==> config.mk <==
export PLATFORM = sky130hd
export DESIGN_NAME = fetch_unit
export DESIGN_NICKNAME = d
export VERILOG_FILES = /design/src/rtl/rv32i_pkg.sv /design/src/rtl/fetch_unit_queue.sv /design/src/rtl/fetch_unit.sv
export SDC_FILE = /design/constraint.sdc
export NUM_CORES = 1
export LEC_CHECK = 0
export BUFFER_PORTS_ARGS = -buffer_cell sky130_fd_sc_hd__buf_2
export CAP_MARGIN = 20
export CORE_UTILIZATION = 25
export CTS_BUF_LIST = sky130_fd_sc_hd__clkbuf_8
export DETAILED_ROUTE_END_ITERATION = 7
export GPL_TIMING_DRIVEN = 0
export SLEW_MARGIN = 10
export SYNTH_ARGS = -nofsm -noshare
export SYNTH_HDL_FRONTEND = slang
export SYNTH_HIERARCHICAL = 1
export SYNTH_SLANG_ARGS = --single-unit
export TNS_END_PERCENT = 50
==> constraint.sdc <==
create_clock -name clk -period 17.7 [get_ports clk]
set_input_delay 0.885 -clock clk [delete_from_list [all_inputs] [get_ports clk]]
set_output_delay 0.885 -clock clk [all_outputs]
set_load 0.005 [all_outputs]
==> src/rtl/rv32i_pkg.sv <==
`default_nettype none
// ============================================================================
//  Module      : rv32i_pkg
//  Description : Shared datapath width, reset PC and fetch-entry type.
//  Revision    : 1.0 - initial release
// ============================================================================
package rv32i_pkg;

    localparam int DPW = 32;

    localparam logic [DPW-1:0] RESET_PC_DEFAULT = 32'h0000_0000;

    typedef struct packed {
        logic [DPW-1:0] pc;
        logic [DPW-1:0] instr;
    } fetch_entry_t;

endpackage
`default_nettype wire

==> src/rtl/fetch_unit_queue.sv <==
`default_nettype none
// ============================================================================
//  Module      : fetch_queue
//  Description : Synchronous circular FIFO of fetch entries, registered head.
//  Revision    : 1.0 - initial release
// ============================================================================
module fetch_queue
    import rv32i_pkg::*;
#(
    parameter int DEPTH = 2
) (
    input  logic                     clk,
    input  logic                     rst,
    input  logic                     push,
    input  fetch_entry_t             push_data,
    input  logic                     pop,
    input  logic                     clear,
    output fetch_entry_t             head,
    output logic                     full,
    output logic                     empty,
    output logic [$clog2(DEPTH):0]   count
);

    localparam int AW = $clog2(DEPTH);
    localparam logic [AW:0]   c_one_cnt = (AW+1)'(1);
    localparam logic [AW-1:0] c_one_ptr = AW'(1);
    localparam logic [AW:0]   c_depth   = (AW+1)'(DEPTH);

    fetch_entry_t  r_mem [DEPTH];
    logic [AW-1:0] r_rd_ptr;
    logic [AW-1:0] r_wr_ptr;
    logic [AW:0]   r_count;
    logic          w_do_push;
    logic          w_do_pop;

    assign empty = (r_count == '0);
    assign full  = (r_count == c_depth);
    assign count = r_count;
    assign head  = r_mem[r_rd_ptr];

    // A full queue may accept a push in the same cycle it pops.
    assign w_do_pop  = pop && !empty;
    assign w_do_push = push && (!full || w_do_pop);

    always_ff @(posedge clk) begin
        if (rst || clear) begin
            r_rd_ptr <= '0;
            r_wr_ptr <= '0;
            r_count  <= '0;
        end else begin
            if (w_do_push) r_wr_ptr <= r_wr_ptr + c_one_ptr;
            if (w_do_pop)  r_rd_ptr <= r_rd_ptr + c_one_ptr;
            case ({w_do_push, w_do_pop})
                2'b10:   r_count <= r_count + c_one_cnt;
                2'b01:   r_count <= r_count - c_one_cnt;
                default: r_count <= r_count;
            endcase
        end
    end

    always_ff @(posedge clk) begin
        if (w_do_push && !rst && !clear) begin
            r_mem[r_wr_ptr] <= push_data;
        end
    end

endmodule
`default_nettype wire

==> src/rtl/fetch_unit.sv <==
`default_nettype none
// ============================================================================
//  Module      : fetch_unit
//  Description : rv32i fetch front end: PC, credit-limited imem requests,
//                in-order response queue and redirect/discard handling.
//  Revision    : 1.0 - initial release
// ============================================================================
module fetch_unit
    import rv32i_pkg::*;
#(
    parameter logic [DPW-1:0] RESET_PC = RESET_PC_DEFAULT,
    parameter int             FQ_DEPTH = 2
) (
    input  logic            clk,
    input  logic            rst,
    input  logic            redirect_i,
    input  logic [DPW-1:0]  redirect_pc_i,
    output logic            imem_req_o,
    output logic [DPW-1:0]  imem_addr_o,
    input  logic            imem_gnt_i,
    input  logic            imem_rvalid_i,
    input  logic [DPW-1:0]  imem_rdata_i,
    output logic            instr_valid_o,
    input  logic            instr_ready_i,
    output logic [DPW-1:0]  instrF_o,
    output logic [DPW-1:0]  PCF_o
);

    localparam int CW = $clog2(FQ_DEPTH) + 1;
    localparam logic [CW-1:0]  c_one   = CW'(1);
    localparam logic [CW:0]    c_depth = (CW+1)'(FQ_DEPTH);
    localparam logic [DPW-1:0] c_step  = DPW'(4);

    logic [DPW-1:0] r_pc;
    logic [CW-1:0]  r_outstanding;
    logic [CW-1:0]  r_discard;

    fetch_entry_t   w_pend_push;
    fetch_entry_t   w_pend_head;
    logic           w_pend_full;
    logic           w_pend_empty;
    logic [CW-1:0]  w_pend_count;

    fetch_entry_t   w_iq_push_data;
    fetch_entry_t   w_iq_head;
    logic           w_iq_full;
    logic           w_iq_empty;
    logic [CW-1:0]  w_iq_count;
    logic           w_iq_push;
    logic           w_iq_pop;

    logic [CW:0]    w_credit_sum;
    logic           w_fire;
    logic           w_unused_ok;

    // In-flight requests plus queued instructions never exceed the queue
    // depth, so every response has a guaranteed slot.
    assign w_credit_sum = {1'b0, r_outstanding} + {1'b0, w_iq_count};
    assign imem_req_o   = !rst && !redirect_i && (w_credit_sum < c_depth);
    assign imem_addr_o  = r_pc;
    assign w_fire       = imem_req_o && imem_gnt_i;

    assign w_pend_push    = '{pc: r_pc, instr: '0};
    assign w_iq_push_data = '{pc: w_pend_head.pc, instr: imem_rdata_i};
    assign w_iq_push      = imem_rvalid_i && (r_discard == '0) && !redirect_i;
    assign w_iq_pop       = instr_valid_o && instr_ready_i && !redirect_i;

    assign instr_valid_o = !w_iq_empty;
    assign instrF_o      = w_iq_empty ? '0 : w_iq_head.instr;
    assign PCF_o         = w_iq_empty ? '0 : w_iq_head.pc;

    assign w_unused_ok = &{1'b0, w_pend_count, w_pend_head.instr, redirect_pc_i[1:0]};

    fetch_queue #(
        .DEPTH     (FQ_DEPTH)
    ) u_pend_q (
        .clk       (clk),
        .rst       (rst),
        .push      (w_fire),
        .push_data (w_pend_push),
        .pop       (imem_rvalid_i),
        .clear     (1'b0),
        .head      (w_pend_head),
        .full      (w_pend_full),
        .empty     (w_pend_empty),
        .count     (w_pend_count)
    );

    fetch_queue #(
        .DEPTH     (FQ_DEPTH)
    ) u_instr_q (
        .clk       (clk),
        .rst       (rst),
        .push      (w_iq_push),
        .push_data (w_iq_push_data),
        .pop       (w_iq_pop),
        .clear     (redirect_i),
        .head      (w_iq_head),
        .full      (w_iq_full),
        .empty     (w_iq_empty),
        .count     (w_iq_count)
    );

    always_ff @(posedge clk) begin
        if (rst) begin
            r_pc          <= RESET_PC;
            r_outstanding <= '0;
            r_discard     <= '0;
        end else begin
            case ({w_fire, imem_rvalid_i})
                2'b10:   r_outstanding <= r_outstanding + c_one;
                2'b01:   r_outstanding <= r_outstanding - c_one;
                default: r_outstanding <= r_outstanding;
            endcase

            if (redirect_i) begin
                r_pc <= {redirect_pc_i[DPW-1:2], 2'b00};
                // Whatever is still in flight after this cycle's response is stale.
                r_discard <= imem_rvalid_i ? (r_outstanding - c_one) : r_outstanding;
            end else begin
                if (w_fire) r_pc <= r_pc + c_step;
                if (imem_rvalid_i && (r_discard != '0)) r_discard <= r_discard - c_one;
            end
        end
    end

    always_ff @(posedge clk) begin
        if (!rst) begin
            assert (!(imem_rvalid_i && (r_outstanding == '0) && w_pend_empty));
            assert (!(w_iq_push && w_iq_full && !w_iq_pop && !redirect_i));
            assert (!(w_fire && w_pend_full && !imem_rvalid_i));
        end
    end

endmodule
`default_nettype wire
# After elaboration in Yosys (flattened, before gate mapping)
# Memories as Yosys holds them, arrays and structs flattened. A register that Yosys moved wholly into a read port is not among the register bits.
# Cells that the tools add are included.
[totals]
n_memories = 2
out_inout_bits = 98
ramBits = 192
reg_bits = 44
input_bits = 70
wordCells = 86
[memory_table]
columns = ["memory", "depth", "width", "read_ports", "rd_ports_with_merged_regs", "wr", "line_no", "text"]
rows = [
  ["u_instr_q.r_mem", 2, 64, 1, 1, 1, "fetch_unit_queue.sv:29", "fetch_entry_t r_mem [DEPTH];"],
  ["u_pend_q.r_mem", 2, 32, 1, 1, 1, "fetch_unit_queue.sv:29", ""],
]
[op_classes]
n_lt_le_gt_ge = 1
add_sub_neg = 13
muxes = 18
n_reduce_logical = 34
n_eq_ne = 8
[op_table]
columns = ["cell", "count"]
rows = [
  ["two-way mux 32 bit", 4],
  ["adder 32 x 3 -> 32 bit (second input constant)", 1],
  ["logical AND 1 bit", 15],
  ["one-hot mux 2 bit (2 select lines)", 3],
  ["nonzero test 2 bit", 6],
  ["equality test 2 bit (second input constant)", 5],
  ["two-way mux 1 bit", 8],
  ["subtractor 2 x 1 -> 2 bit (second input constant)", 4],
  ["adder 2 x 1 -> 2 bit (second input constant)", 3],
  ["equality test 2 x 1 -> 1 bit (second input constant)", 3],
  ["zero test 1 bit", 6],
  ["zero test 2 bit", 3],
  ["two-way mux 2 bit", 3],
  ["adder 1 bit (second input constant)", 4],
  ["adder 2 x 2 -> 3 bit", 1],
  ["logical OR 1 bit", 3],
  ["< comparator 3 x 2 -> 1 bit (second input constant)", 1],
  ["OR reduction 2 bit", 1],
]

# Logic depth before layout (Yosys ltp)
[depth]
ltp_word = 11
ltp_mapped = 10

# Hierarchy
# The synthesis kept the hierarchy.
[modules_own_cells]
columns = ["mod", "area_per_inst_um2", "cells_each", "instances", "seq_area_each_um2"]
rows = [
  ["fetch_queue", 4902.2, 228, 2, 3943.8],
  ["fetch_unit", 2590.0, 345, 1, 680.7],
]

# Worst setup path after synthesis
# Ideal clock, no wire load.
[synth_timing]
path_type = "flip-flop to flip-flop"
from = "register r_outstanding[0]"
to = "memory u_pend_q/r_mem[1][0] (netlist bit), enable pin"
t_required_ns = 17.035
path_stages_with_launch = 9
arrival_time_ns = 8.712
slack_ns = 8.323
synth_period_minus_slack_ns = 9.377
path_cell_list = "dfxtp_1 and2_1 fa_1 nor4_4 nand2_1 inv_2 clkbuf_1 o21ai_2 nor4b_1"
[synth_via]
elab_chain_cells = 8
[synth_rtl]
columns = ["element", "line_no", "text"]
rows = [
  ["start: declaration", "fetch_unit.sv:35", "logic [CW-1:0] r_outstanding;"],
  ["start signal: assignment", "fetch_unit.sv:111", "2'b10: r_outstanding <= r_outstanding + c_one;"],
  ["start signal: assignment", "fetch_unit.sv:112", "2'b01: r_outstanding <= r_outstanding - c_one;"],
  ["start signal: assignment", "fetch_unit.sv:113", "default: r_outstanding <= r_outstanding;"],
  ["adder 2 x 2 -> 3 bit", "fetch_unit.sv:58", "assign w_credit_sum = {1'b0, r_outstanding} + {1'b0, w_iq_count};"],
  ["< comparator 3 x 2 -> 1 bit", "fetch_unit.sv:59", "assign imem_req_o = !rst && !redirect_i && (w_credit_sum < c_depth);"],
  ["logical AND 1 bit", "fetch_unit.sv:59", ""],
  ["net imem_req_o", "fetch_unit.sv:18", "output logic imem_req_o,"],
  ["logical AND 1 bit", "fetch_unit.sv:61", "assign w_fire = imem_req_o && imem_gnt_i;"],
  ["net w_fire", "fetch_unit.sv:53", "logic w_fire;"],
  ["logical AND 1 bit", "fetch_unit_queue.sv:43", "assign w_do_push = push && (!full || w_do_pop);"],
  ["logical AND 1 bit", "fetch_unit_queue.sv:62", "if (w_do_push && !rst && !clear) begin"],
  ["two-way mux 1 bit", "fetch_unit_queue.sv:62", ""],
  ["two-way mux 1 bit (not written as such)", "fetch_unit_queue.sv:63", "r_mem[r_wr_ptr] <= push_data;"],
  ["end: declaration", "fetch_unit_queue.sv:29", ""],
]
# The timed path passes the listed nets, and every way through them passes these cells.

# Final worst setup path
[layout_timing]
from = "register r_outstanding[0]"
to = "memory u_pend_q/r_mem[1][32] (netlist bit), enable pin"
[layout_via]
elab_chain_cells = 8
[layout_rtl]
columns = ["element", "line_no"]
rows = [
  ["adder 2 x 2 -> 3 bit", "fetch_unit.sv:58"],
  ["< comparator 3 x 2 -> 1 bit", "fetch_unit.sv:59"],
  ["logical AND 1 bit", "fetch_unit.sv:59"],
  ["logical AND 1 bit", "fetch_unit.sv:61"],
  ["net w_fire", "fetch_unit.sv:53"],
  ["logical AND 1 bit", "fetch_unit_queue.sv:43"],
  ["logical AND 1 bit", "fetch_unit_queue.sv:62"],
  ["two-way mux 1 bit", "fetch_unit_queue.sv:62"],
  ["two-way mux 1 bit (not written as such)", "fetch_unit_queue.sv:63"],
]
# The timed path passes the listed nets, and every way through them passes these cells.

==> Flow_metrics.wiki <==
{| class="wikitable"
! Metric !! Value
|-
| Status || finished clean
|-
| Syn_area_per_cell || 14.4 sq um
|-
| Total setup buffers inserted after CTS || 0
|-
| Fraction of layout instances using a drive strength above 1 || between 30% and 40%
|-
| Pin count of the biggest net entering global routing || 45
|-
| Maximum fanout encountered on the critical timing path || 14
|-
| Hold Worst Slack || 0.522 ns
|-
| Sum of negative setup slack || 0 ns
|-
| Iter 0 DRT Violations || between 400 and 500
|-
| Leakage power summed over all cells || ~4.6 nW
|-
| Worst-Margin Slew || 0.851 ns
|-
| Effective utilization at floorplan || 25.4%
|-
| Type of element capturing the critical path || flip-flop
|-
| Max Cap Viol || 0
|-
| Number of nets in the layout || 1,010
|-
| Worst VDD drop || 0.0353 mV
|-
| Overall power after layout || 1.22 mW
|-
| Post-route clock skew || between 0.04 and 0.05 ns
|-
| Category of the critical setup timing path || flip-flop to flip-flop
|-
| Path class of the lowest-slack min-delay path || input pin to flip-flop
|-
| Total power per unit cell area || slightly below 100 nW/um^2
|-
| Number of fill cells in the layout || 4,027
|-
| Via count of the first global-routing pass || 6,342
|-
| Area after detailed placement || 11,800 sq um
|-
| Final worst-path cycle share || 24.8%
|-
| Fin crit period || between 4 and 5 ns
|-
| Vias per std cell || 4.30
|-
| Antenna violations before repair || 0
|-
| Port-buffer cells || 163
|-
| Antenna-violating nets left || 0
|-
| Post-route cell area || 12,700 sq um
|-
| Critical Path RT || 17.97 ns
|-
| Total CTS buffers || a little over 40
|-
| CTS H-Tree Depth || 2
|-
| Clock edge transition at the registers on the reported setup and hold paths || 0.07 ns
|-
| Highest clock frequency the design can meet || 228 MHz
|-
| CTS Hold Buffers Added || 0
|-
| Launching element type of the critical path || flip-flop
|-
| Root Buffer Master || sky130_fd_sc_hd__clkbuf_8
|-
| Detailed-route DRC error count || 0
|-
| Wire length of the first global-routing pass || 38,000 um
|-
| Total wire length || 25,600 um
|-
| Horizontal die dimension || 203 um
|-
| Worst-case setup slack after placement || roughly 13 ns
|-
| Die H || 203 um
|-
| TritonCTS clock tree || built
|-
| Total number of vias || 6,424
|-
| Total Die Area || 41,100 sq um
|-
| Count of pins over their slew limit || 0
|-
| Synth Instances || 700
|-
| Layout overhead on the synthesized area || 25.5%
|-
| Initial DRT Pass Iterations || 4
|-
| Number of warnings reported in the yosys synthesis log || 6
|-
| Final Setup Violations || 0
|-
| Max clock buf depth || 3
|-
| Count of antenna diodes in the layout || 0
|-
| TritonCTS Sinks || 236
|-
| RSZ-0062 raised after global routing || no
|-
| Area of the mapped netlist || between 10,000 and 15,000 sq um
|-
| Rel. slew slack || 43.3%
|-
| Final Instance Count excl. Fillers || 1,494
|-
| Hpwl dp || 18,400 um
|-
| Placement row count || 73
|-
| Final number of hold-violating endpoints || 0
|-
| Routability Congestion || between 0.8 and 0.9
|-
| End-of-flow core utilization || 31.8%
|-
| Total routing resource utilization after global routing || 12.3%
|-
| Boundary Pins || 168
|-
| Resized Gates After CTS || 0
|-
| Average wire length per cell after detail routing || 17.2 um
|-
| Smallest setup slack after layout || about 13 ns
|-
| Global-route congestion overflow total || 0
|-
| Area of the placeable core || 39,700 sq um
|-
| Clock Latency Late Sink || about 0.57 ns
|-
| Dpl cells || roughly 1,400
|-
| Arrival time reported for the critical path endpoint || 4.65 ns
|}
==> registers in the layout, summed over array words and instances (netlist names), named ones only <==
name	cells
imem_addr_o	30
r_discard	2
u_instr_q/count	2
u_instr_q/r_mem	128
u_pend_q/r_mem	64
r_outstanding	2
u_pend_q/count	2
u_pend_q/r_rd_ptr	1
u_pend_q/r_wr_ptr	1
u_instr_q/r_rd_ptr	1
u_instr_q/r_wr_ptr	1
==> cell usage in the layout (no fill, tap or decap), types with 7 or more instances in the layout <==
master / instances
sky130_fd_sc_hd__buf_4: 17
sky130_fd_sc_hd__nor3_1: 13
sky130_fd_sc_hd__buf_6: 11
sky130_fd_sc_hd__nand3_1: 12
sky130_fd_sc_hd__nor4_1: 11
sky130_fd_sc_hd__a21oi_1: 29
sky130_fd_sc_hd__nand2_1: 24
sky130_fd_sc_hd__mux2_2: 96
sky130_fd_sc_hd__clkbuf_1: 17
sky130_fd_sc_hd__nor2_1: 18
sky130_fd_sc_hd__clkinv_2: 9
sky130_fd_sc_hd__o21ai_0: 7
sky130_fd_sc_hd__and2_1: 7
sky130_fd_sc_hd__o22ai_1: 9
sky130_fd_sc_hd__xnor2_1: 16
sky130_fd_sc_hd__nor2b_1: 69
sky130_fd_sc_hd__clkbuf_8: 44
sky130_fd_sc_hd__buf_2: 171
sky130_fd_sc_hd__conb_1: 13
sky130_fd_sc_hd__nand4_1: 8
sky130_fd_sc_hd__inv_1: 18
sky130_fd_sc_hd__edfxtp_1: 192
sky130_fd_sc_hd__a31oi_1: 8
sky130_fd_sc_hd__dfxtp_1: 44
==> power by group <==
group / switching (mW) / total, mW / internal [mW]
registers: 0.0125 / 0.621 / 0.609
clock network: 0.228 / 0.534 / 0.306
logic: 0.0360 / 0.0647 / 0.0287
==> worst max-delay path, stage by stage, from the launching register on <==
cell,delay [ns]
sky130_fd_sc_hd__dfxtp_1,0.45
sky130_fd_sc_hd__and2_1,0.18
sky130_fd_sc_hd__fa_1,0.45
sky130_fd_sc_hd__nor4_4,0.39
sky130_fd_sc_hd__nand2_1,0.24
sky130_fd_sc_hd__inv_2,0.11
sky130_fd_sc_hd__clkbuf_1,0.64
sky130_fd_sc_hd__o21ai_2,0.19
sky130_fd_sc_hd__nor4b_2,0.57
sky130_fd_sc_hd__buf_4,0.28
sky130_fd_sc_hd__buf_2,0.20
sky130_fd_sc_hd__buf_4,0.19
sky130_fd_sc_hd__buf_4,0.18
==> per-layer routing <==
| metal | vias up | GRT usage, % | wire (um) |
|---|---|---|---|
| met4 | 0 | 5.37 | 788 |
| li1 | 3088 | - | - |
| met2 | 186 | 20.3 | 12300 |
| met1 | 3101 | 15.2 | 11000 |
| met5 | - | 0 | 0 |
| met3 | 49 | 3.08 | 1630 |
==> worst paths after layout <==
check                                 startpoint               endpoint  cells after the start  slack [ns]
worst max-delay path            r_outstanding[0]  u_pend_q/r_mem[1][32]                     12       13.31
worst min register to register  r_outstanding[1]       r_outstanding[1]                      2        0.55
worst max register to register  r_outstanding[0]  u_pend_q/r_mem[1][32]                     12       13.31
worst min-delay path             imem_rdata_i[0]  u_instr_q/r_mem[0][0]                      1        0.52
==> final cells by class <==
class | instances | area (sq um) | share of cell area [%]
clock buffers | 44 | 606 | 4.79
inverters | 10 | 37.5 | 0.297
repair buffers | 181 | 971 | 7.67
clock inverters | 32 | 280 | 2.22
multi-input cells | 427 | 3200 | 25.3
well taps | 525 | 657 | 5.19
plain buffers | 39 | 250 | 1.98
flip-flops and latches | 236 | 6650 | 52.5
(Power assumes the default switching activity.)
